`src/rtl/cv32e40p_rvfi_pkg.sv`:
```
// Shared types for the CV32E40P RVFI retirement queue: entry lifecycle states and the
// per-instruction record held from issue until in-order retire.
package cv32e40p_rvfi_pkg;

  typedef enum logic [1:0] {
    ENTRY_FREE = 2'd0,
    ENTRY_PEND = 2'd1,
    ENTRY_DONE = 2'd2
  } entry_state_e;

  typedef struct packed {
    entry_state_e state;
    logic [31:0]  insn;
    logic [31:0]  pc;
    logic         trap;
    logic [4:0]   rd_addr;
    logic [31:0]  rd_wdata;
    logic [31:0]  start_cycle;
  } entry_t;

  // x0 is hardwired to zero, so RVFI must never report a nonzero write to it.
  function automatic logic [31:0] rd_wdata_mask(input logic [4:0]  rd_addr,
                                                input logic [31:0] wdata);
    return (rd_addr == 5'd0) ? 32'd0 : wdata;
  endfunction

endpackage

```
`src/rtl/cv32e40p_rvfi_retire.sv`:
```
// In-order retirement queue feeding the RVFI trace port: entries are issued at the tail,
// completed either at issue or by a late writeback, and retired one per cycle from the head.
module cv32e40p_rvfi_retire
  import cv32e40p_rvfi_pkg::*;
#(
  parameter int unsigned DEPTH = 4,
  parameter int unsigned TAG_W = $clog2(DEPTH)
) (
  input  logic             clk_i,
  input  logic             rst_ni,
  input  logic             issue_valid_i,
  output logic             issue_ready_o,
  input  logic [31:0]      issue_insn_i,
  input  logic [31:0]      issue_pc_i,
  input  logic             issue_trap_i,
  input  logic [4:0]       issue_rd_addr_i,
  input  logic [31:0]      issue_rd_wdata_i,
  input  logic             issue_late_i,
  output logic [TAG_W-1:0] issue_tag_o,
  input  logic             wb_valid_i,
  input  logic [TAG_W-1:0] wb_tag_i,
  input  logic [31:0]      wb_data_i,
  output logic             rvfi_valid_o,
  output logic [31:0]      rvfi_insn_o,
  output logic [31:0]      rvfi_pc_rdata_o,
  output logic             rvfi_trap_o,
  output logic [4:0]       rvfi_rd_addr_o,
  output logic [31:0]      rvfi_rd_wdata_o,
  output logic [31:0]      rvfi_start_cycle_o,
  output logic [31:0]      rvfi_stop_cycle_o,
  output logic [63:0]      rvfi_order_o,
  output logic             error_o
);

  localparam logic [TAG_W:0]   OccFull = (TAG_W+1)'(DEPTH);
  localparam logic [TAG_W-1:0] TagOne  = TAG_W'(1);

  entry_t           entries_q [DEPTH];
  entry_t           entries_d [DEPTH];
  logic [TAG_W-1:0] head_q, head_d, tail_q, tail_d;
  logic [TAG_W:0]   occ_q, occ_d;
  logic [31:0]      cycle_q;
  logic [63:0]      order_q;
  logic             error_q;

  entry_t           head_entry_s;
  logic             issue_accept_s, wb_hit_s, wb_err_s, retire_s;

  logic             rvfi_valid_q, rvfi_trap_q;
  logic [31:0]      rvfi_insn_q, rvfi_pc_q, rvfi_wdata_q, rvfi_start_q, rvfi_stop_q;
  logic [4:0]       rvfi_rd_q;
  logic [63:0]      rvfi_order_q;

  // Event decode: all decisions come from registered state, so a retire never frees room this cycle.
  always_comb begin
    head_entry_s   = entries_q[head_q];
    issue_accept_s = issue_valid_i && (occ_q < OccFull);
    retire_s       = (head_entry_s.state == ENTRY_DONE);
    if (wb_valid_i) begin
      wb_hit_s = (entries_q[wb_tag_i].state == ENTRY_PEND) &&
                 !(issue_accept_s && (wb_tag_i == tail_q));
      wb_err_s = !wb_hit_s;
    end else begin
      wb_hit_s = 1'b0;
      wb_err_s = 1'b0;
    end
  end

  // Queue next state; issue, writeback and retire always land on distinct entries.
  always_comb begin
    for (int unsigned i = 0; i < DEPTH; i++) begin
      entries_d[i] = entries_q[i];
      if (issue_accept_s && (tail_q == TAG_W'(i))) begin
        entries_d[i].state       = issue_late_i ? ENTRY_PEND : ENTRY_DONE;
        entries_d[i].insn        = issue_insn_i;
        entries_d[i].pc          = issue_pc_i;
        entries_d[i].trap        = issue_trap_i;
        entries_d[i].rd_addr     = issue_rd_addr_i;
        entries_d[i].rd_wdata    = issue_late_i ? 32'd0 : issue_rd_wdata_i;
        entries_d[i].start_cycle = cycle_q;
      end else if (wb_hit_s && (wb_tag_i == TAG_W'(i))) begin
        entries_d[i].state    = ENTRY_DONE;
        entries_d[i].rd_wdata = wb_data_i;
      end else if (retire_s && (head_q == TAG_W'(i))) begin
        entries_d[i].state = ENTRY_FREE;
      end else begin
        entries_d[i] = entries_q[i];
      end
    end
    head_d = retire_s ? (head_q + TagOne) : head_q;
    tail_d = issue_accept_s ? (tail_q + TagOne) : tail_q;
    occ_d  = occ_q + {{TAG_W{1'b0}}, issue_accept_s} - {{TAG_W{1'b0}}, retire_s};
  end

  // Queue, pointers, cycle counter, retire order and sticky error.
  always_ff @(posedge clk_i or negedge rst_ni) begin
    if (!rst_ni) begin
      for (int unsigned i = 0; i < DEPTH; i++) begin
        entries_q[i] <= '0;
      end
      head_q  <= '0;
      tail_q  <= '0;
      occ_q   <= '0;
      cycle_q <= 32'd0;
      order_q <= 64'd0;
      error_q <= 1'b0;
    end else begin
      entries_q <= entries_d;
      head_q    <= head_d;
      tail_q    <= tail_d;
      occ_q     <= occ_d;
      cycle_q   <= cycle_q + 32'd1;
      order_q   <= retire_s ? (order_q + 64'd1) : order_q;
      error_q   <= error_q | wb_err_s;
    end
  end

  // RVFI trace register: loaded from the head on retire, otherwise holds the last record.
  always_ff @(posedge clk_i or negedge rst_ni) begin
    if (!rst_ni) begin
      rvfi_valid_q <= 1'b0;
      rvfi_insn_q  <= 32'd0;
      rvfi_pc_q    <= 32'd0;
      rvfi_trap_q  <= 1'b0;
      rvfi_rd_q    <= 5'd0;
      rvfi_wdata_q <= 32'd0;
      rvfi_start_q <= 32'd0;
      rvfi_stop_q  <= 32'd0;
      rvfi_order_q <= 64'd0;
    end else begin
      rvfi_valid_q <= retire_s;
      if (retire_s) begin
        rvfi_insn_q  <= head_entry_s.insn;
        rvfi_pc_q    <= head_entry_s.pc;
        rvfi_trap_q  <= head_entry_s.trap;
        rvfi_rd_q    <= head_entry_s.rd_addr;
        rvfi_wdata_q <= rd_wdata_mask(head_entry_s.rd_addr, head_entry_s.rd_wdata);
        rvfi_start_q <= head_entry_s.start_cycle;
        rvfi_stop_q  <= cycle_q + 32'd1;
        rvfi_order_q <= order_q;
      end
    end
  end

  assign issue_ready_o      = (occ_q < OccFull);
  assign issue_tag_o        = tail_q;
  assign error_o            = error_q;
  assign rvfi_valid_o       = rvfi_valid_q;
  assign rvfi_insn_o        = rvfi_insn_q;
  assign rvfi_pc_rdata_o    = rvfi_pc_q;
  assign rvfi_trap_o        = rvfi_trap_q;
  assign rvfi_rd_addr_o     = rvfi_rd_q;
  assign rvfi_rd_wdata_o    = rvfi_wdata_q;
  assign rvfi_start_cycle_o = rvfi_start_q;
  assign rvfi_stop_cycle_o  = rvfi_stop_q;
  assign rvfi_order_o       = rvfi_order_q;

endmodule

```
`config.mk`:
```
export PLATFORM = sky130hd
export DESIGN_NAME = cv32e40p_rvfi_retire
export DESIGN_NICKNAME = d
export VERILOG_FILES = /design/src/rtl/cv32e40p_rvfi_pkg.sv /design/src/rtl/cv32e40p_rvfi_retire.sv
export SDC_FILE = /design/constraint.sdc
export NUM_CORES = 2
export LEC_CHECK = 0
export CORE_MARGIN = 4
export CORE_UTILIZATION = 30
export DETAILED_ROUTE_END_ITERATION = 7
export MAX_ROUTING_LAYER = met4
export PLACE_DENSITY = 0.51
export SYNTH_ARGS = -nofsm -noshare
export SYNTH_HDL_FRONTEND = slang
export SYNTH_SLANG_ARGS = --single-unit
```
`constraint.sdc`:
```
create_clock -name clk_i -period 3.2 [get_ports clk_i]
set_input_delay 0.32 -clock clk_i [delete_from_list [all_inputs] [get_ports clk_i]]
set_output_delay 0.32 -clock clk_i [all_outputs]
set_load 0.1 [all_outputs]
```
==> impl_metrics.py <==
metrics = {
    "clock_tree": {
        "clk_pin_slew_worst_paths_ps": 60,
        "cts_resized": 0,
        "cts_inserted_buffers": 100,
        "cts_tree": "yes",
        "clock-root-buffer": "clkbuf_16",
        "cts.sinks": 879,
        "clk_latency_ps": 680,
        "clock_path_buffers": 3,
        "cts_max_level": 3,
    },
    "grt": {
        "grt_overflow_total": 0,
        "grt_pass1_vias": 29321,
        "grt_first_pass_wirelength_um": 185000,
        "track_usage_pct": 18.5,
        "antenna_found_initial": 20,
        "grt_max_degree": 171,
    },
    "yosys": {
        "synthArstFlopShare_pct": 100,
        "yosys.area_share.simple_pct": 22.6,
        "synth_edf_count": 0,
        "syn_area_per_cell_um2": 10.1,
        "ys_seq_area_share_pct": 58.3,
        "synthAdderAreaFrac_pct": 0.451,
        "synth_warnings": 0,
        "synth.area.mux_share_pct": 8.71,
        "synthXorXnorAreaFrac_pct": 2.27,
        "synthesis.area_um2": 37700,
        "synth_top_family_by_area": "simple AND/OR/NAND/NOR gates",
        "ys_ff_latch": 879,
        "yosysUniqueCellTypes": 45,
        "ys.flop_type": "dfrtp_1",
        "netlist_instances": 3728,
        "synth_compound_area_share_pct": 4.72,
        "syn-num-nets": 3882,
    },
    "timing": {
        "min_period_over_period_pct": 87.3,
        "setup_ws_ps": 406,
        "rsz0062_at_grt": "no",
        "fin_skew_ps": 30.6,
        "max_freq_ghz": 0.358,
        "finalSetupViolCount": 0,
        "worst_pin_slew_ps": 1060,
        "hold_viol": 0,
        "slew_headroom_pct": 29.2,
        "setup_tns_ps": 0,
        "drv_slew": 0,
        "fin_crit_ps": 2790,
    },
    "floorplanning": {
        "die_y_um": 363,
        "io_pins": 376,
        "die_w_um": 363,
        "core_area_um2": 124000,
        "initial_utilization_pct": 30.4,
        "die_area_um2": 132000,
        "std_cell_rows": 129,
    },
    "cells_and_area": {
        "multi_input_area_um2": 14700,
        "drive_gt1_share_pct": 10.9,
        "ff_latch_area_um2": 22000,
        "syn_to_final_growth_pct": 24.5,
        "layout_commonest_cell": "nand2_1",
        "num-fill-cells": 12314,
        "layout_common_cells": "nand2_1, dfrtp_1, clkdlybuf4s50_1",
        "nNetsFinal": 4197,
    },
    "placed_design": {
        "dpl_worst_slack_ps": 304,
        "gp_congestion": 0.758,
        "io_buffer_count": 375,
        "dp_hpwl_um": 69900,
    },
    "route": {
        "drtIter0Drc": 2137,
        "firstDrtPassIters": 5,
        "vias": 27979,
        "routed_wl_um": 119000,
        "viasPerCell": 4.84,
        "wl_per_cell_um": 20.5,
        "ant_nets": 0,
        "remaining_drc_errors": 0,
    },
    "setup_path": {
        "path_max_fanout": 170,
        "cp.required_ps": 3800,
        "worst_path_max_delay_cell": "mux4_4",
        "cp-end-kind": "register",
        "worstSetupPathType": "register to register",
        "crit_chain": "inv_2 > mux4_4 > buf_12 > a21oi_4 > buf_4 > a22o_1",
        "critical_path.top_delay_family": "buffers and inverters",
        "path_buf_inv": 3,
        "start_kind": "register",
        "reg2reg_from": "head_q[0]",
        "critPathMaxStageDelay_ps": 720,
        "crit_arrival_ps": 3400,
        "startpoint": "head_q[0]",
    },
    "run_status": {
        "status": "finished clean",
    },
    "power_and_ir_drop": {
        "p_leak_nw": 22.8,
        "vdd_drop_max_v": 0.000968,
        "power_density_nw_per_um2": 977,
    },
    "min_path": {
        "hold_path_class": "primary input to register",
        "hold_start": "issue_pc_i[2]",
    },
    "flow_run": {
        "max-cap-violations": 0,
    },
}
[registers in the layout, indices dropped and copies added, names as in the netlist, 2 cells and up]
name and count:
rvfi_pc_rdata_o 32, order_q 64, cycle_q 32, rvfi_start_cycle_o 32, head_q 2, rvfi_rd_addr_o 5, rvfi_stop_cycle_o 32, issue_tag_o 2
occ_q 3, rvfi_insn_o 32, entries_q 544, rvfi_rd_wdata_o 32, rvfi_order_o 64
[report_power, final]
part | leakage (nW) | total [mW] | switching [mW] | internal (mW)
Combinational | 9.59 | 17.9 | 12.1 | 5.89
Clock | 1.66 | 11.8 | 4.86 | 6.94
Sequential | 11.6 | 16.2 | 1.86 | 14.3
[worst register-to-register path: stages (launching register included)]
cell and delay, ps:
dfrtp_4 470, inv_2 110, mux4_4 720, buf_12 310, a21oi_4 350, buf_4 520
a22o_1 240
[cell type report]
cell class	instances	share of cell area, %
clock buffers	132	5.92
well taps	1637	4.36
inverters	23	0.200
flip-flops and latches	879	46.8
repair buffers	457	10.0
diodes	20	0.106
clock inverters	48	1.25
multi-input cells	2582	31.3
[Yosys cell counts, types with 2 or more instances]
cell	count	area, µm²
and2_1	8	50.1
mux2_1	22	248
nand4_1	27	169
mux4_2	135	3040
a22o_1	32	280
dfrtp_1	879	22000
nand2b_1	38	238
a32o_1	4	40.0
xor2_1	49	429
o21a_1	3	22.5
nor2b_1	3	18.8
buf_4	5	37.5
nor4_2	8	100
nand4_2	4	50.1
nor2_1	158	593
a221o_1	128	1280
nand2_1	1772	6650
and4_1	3	26.3
a22oi_1	4	30.0
inv_1	21	78.8
and3_1	9	56.3
nor3_2	16	160
nor3_1	16	80.1
clkbuf_1	170	638
o21ai_0	17	85.1
buf_6	2	22.5
nand3b_1	4	30.0
xnor2_1	49	429
buf_1	14	52.6
nand3_1	36	180
nor4_1	10	62.6
buf_2	53	265
a21oi_1	6	30.0
ha_1	12	150
[logic make-up (layout without fill, tap and decap cells)]
| group | Yosys count | in the layout |
|---|---|---|
| muxes | 157 | 157 |
| DFF | 879 | 879 |
| xor gates and xnor gates | 98 | 98 |
| AOI/OAI and AO/OA | 196 | 196 |
| adders and majority gates | 13 | 13 |
| buffers and inverters | 267 | 660 |
| other | 0 | 20 |
| and+or+nand+nor | 2118 | 2118 |
[stage by stage]
step | power [mW] | hold slack (ps) | utilization (%) | area (µm²) | instances
3_5_place_dp | 34.6 | 410 | 35.1 | 43600 | 5577
4_1_cts | 46.6 | 189 | 37.8 | 47000 | 5758
6_report | 45.9 | 266 | 37.8 | 47000 | 5778
3_3_place_gp | 34.3 | 422 | 35.1 | 43600 | 5577
5_1_grt | 48.6 | 217 | 37.8 | 47000 | 5778
2_1_floorplan | 28.8 | 24.4 | - | 37700 | 3728
[final timing paths]
kind	cells after the start	to	slack, ps
setup / recovery	6	rvfi_rd_wdata_o[13]	410
hold / removal	3	entries_q[480]	270
setup reg to reg	6	rvfi_rd_wdata_o[13]	410
hold reg to reg	2	entries_q[265]	470
max in group asynchronous	4	entries_q[348]	1880
min in group asynchronous	2	entries_q[539]	290
[repair_timing]
item | 4_1_cts | 5_1_grt
hold endpoints to repair | 60 | 0
hold buffers | 1 | 0
buffers inserted | 0 | 0
[metal layers]
layer | track usage (%) | wire (µm) | share of wire (%)
met1 | 24.6 | 53300 | 45
met2 | 29.3 | 56400 | 48
met3 | 3.31 | 6130 | 5.2
met4 | 5.22 | 2820 | 2.4
met5 | - | 0 | 0
No activity file was read; power rests on OpenSTA's default activity.
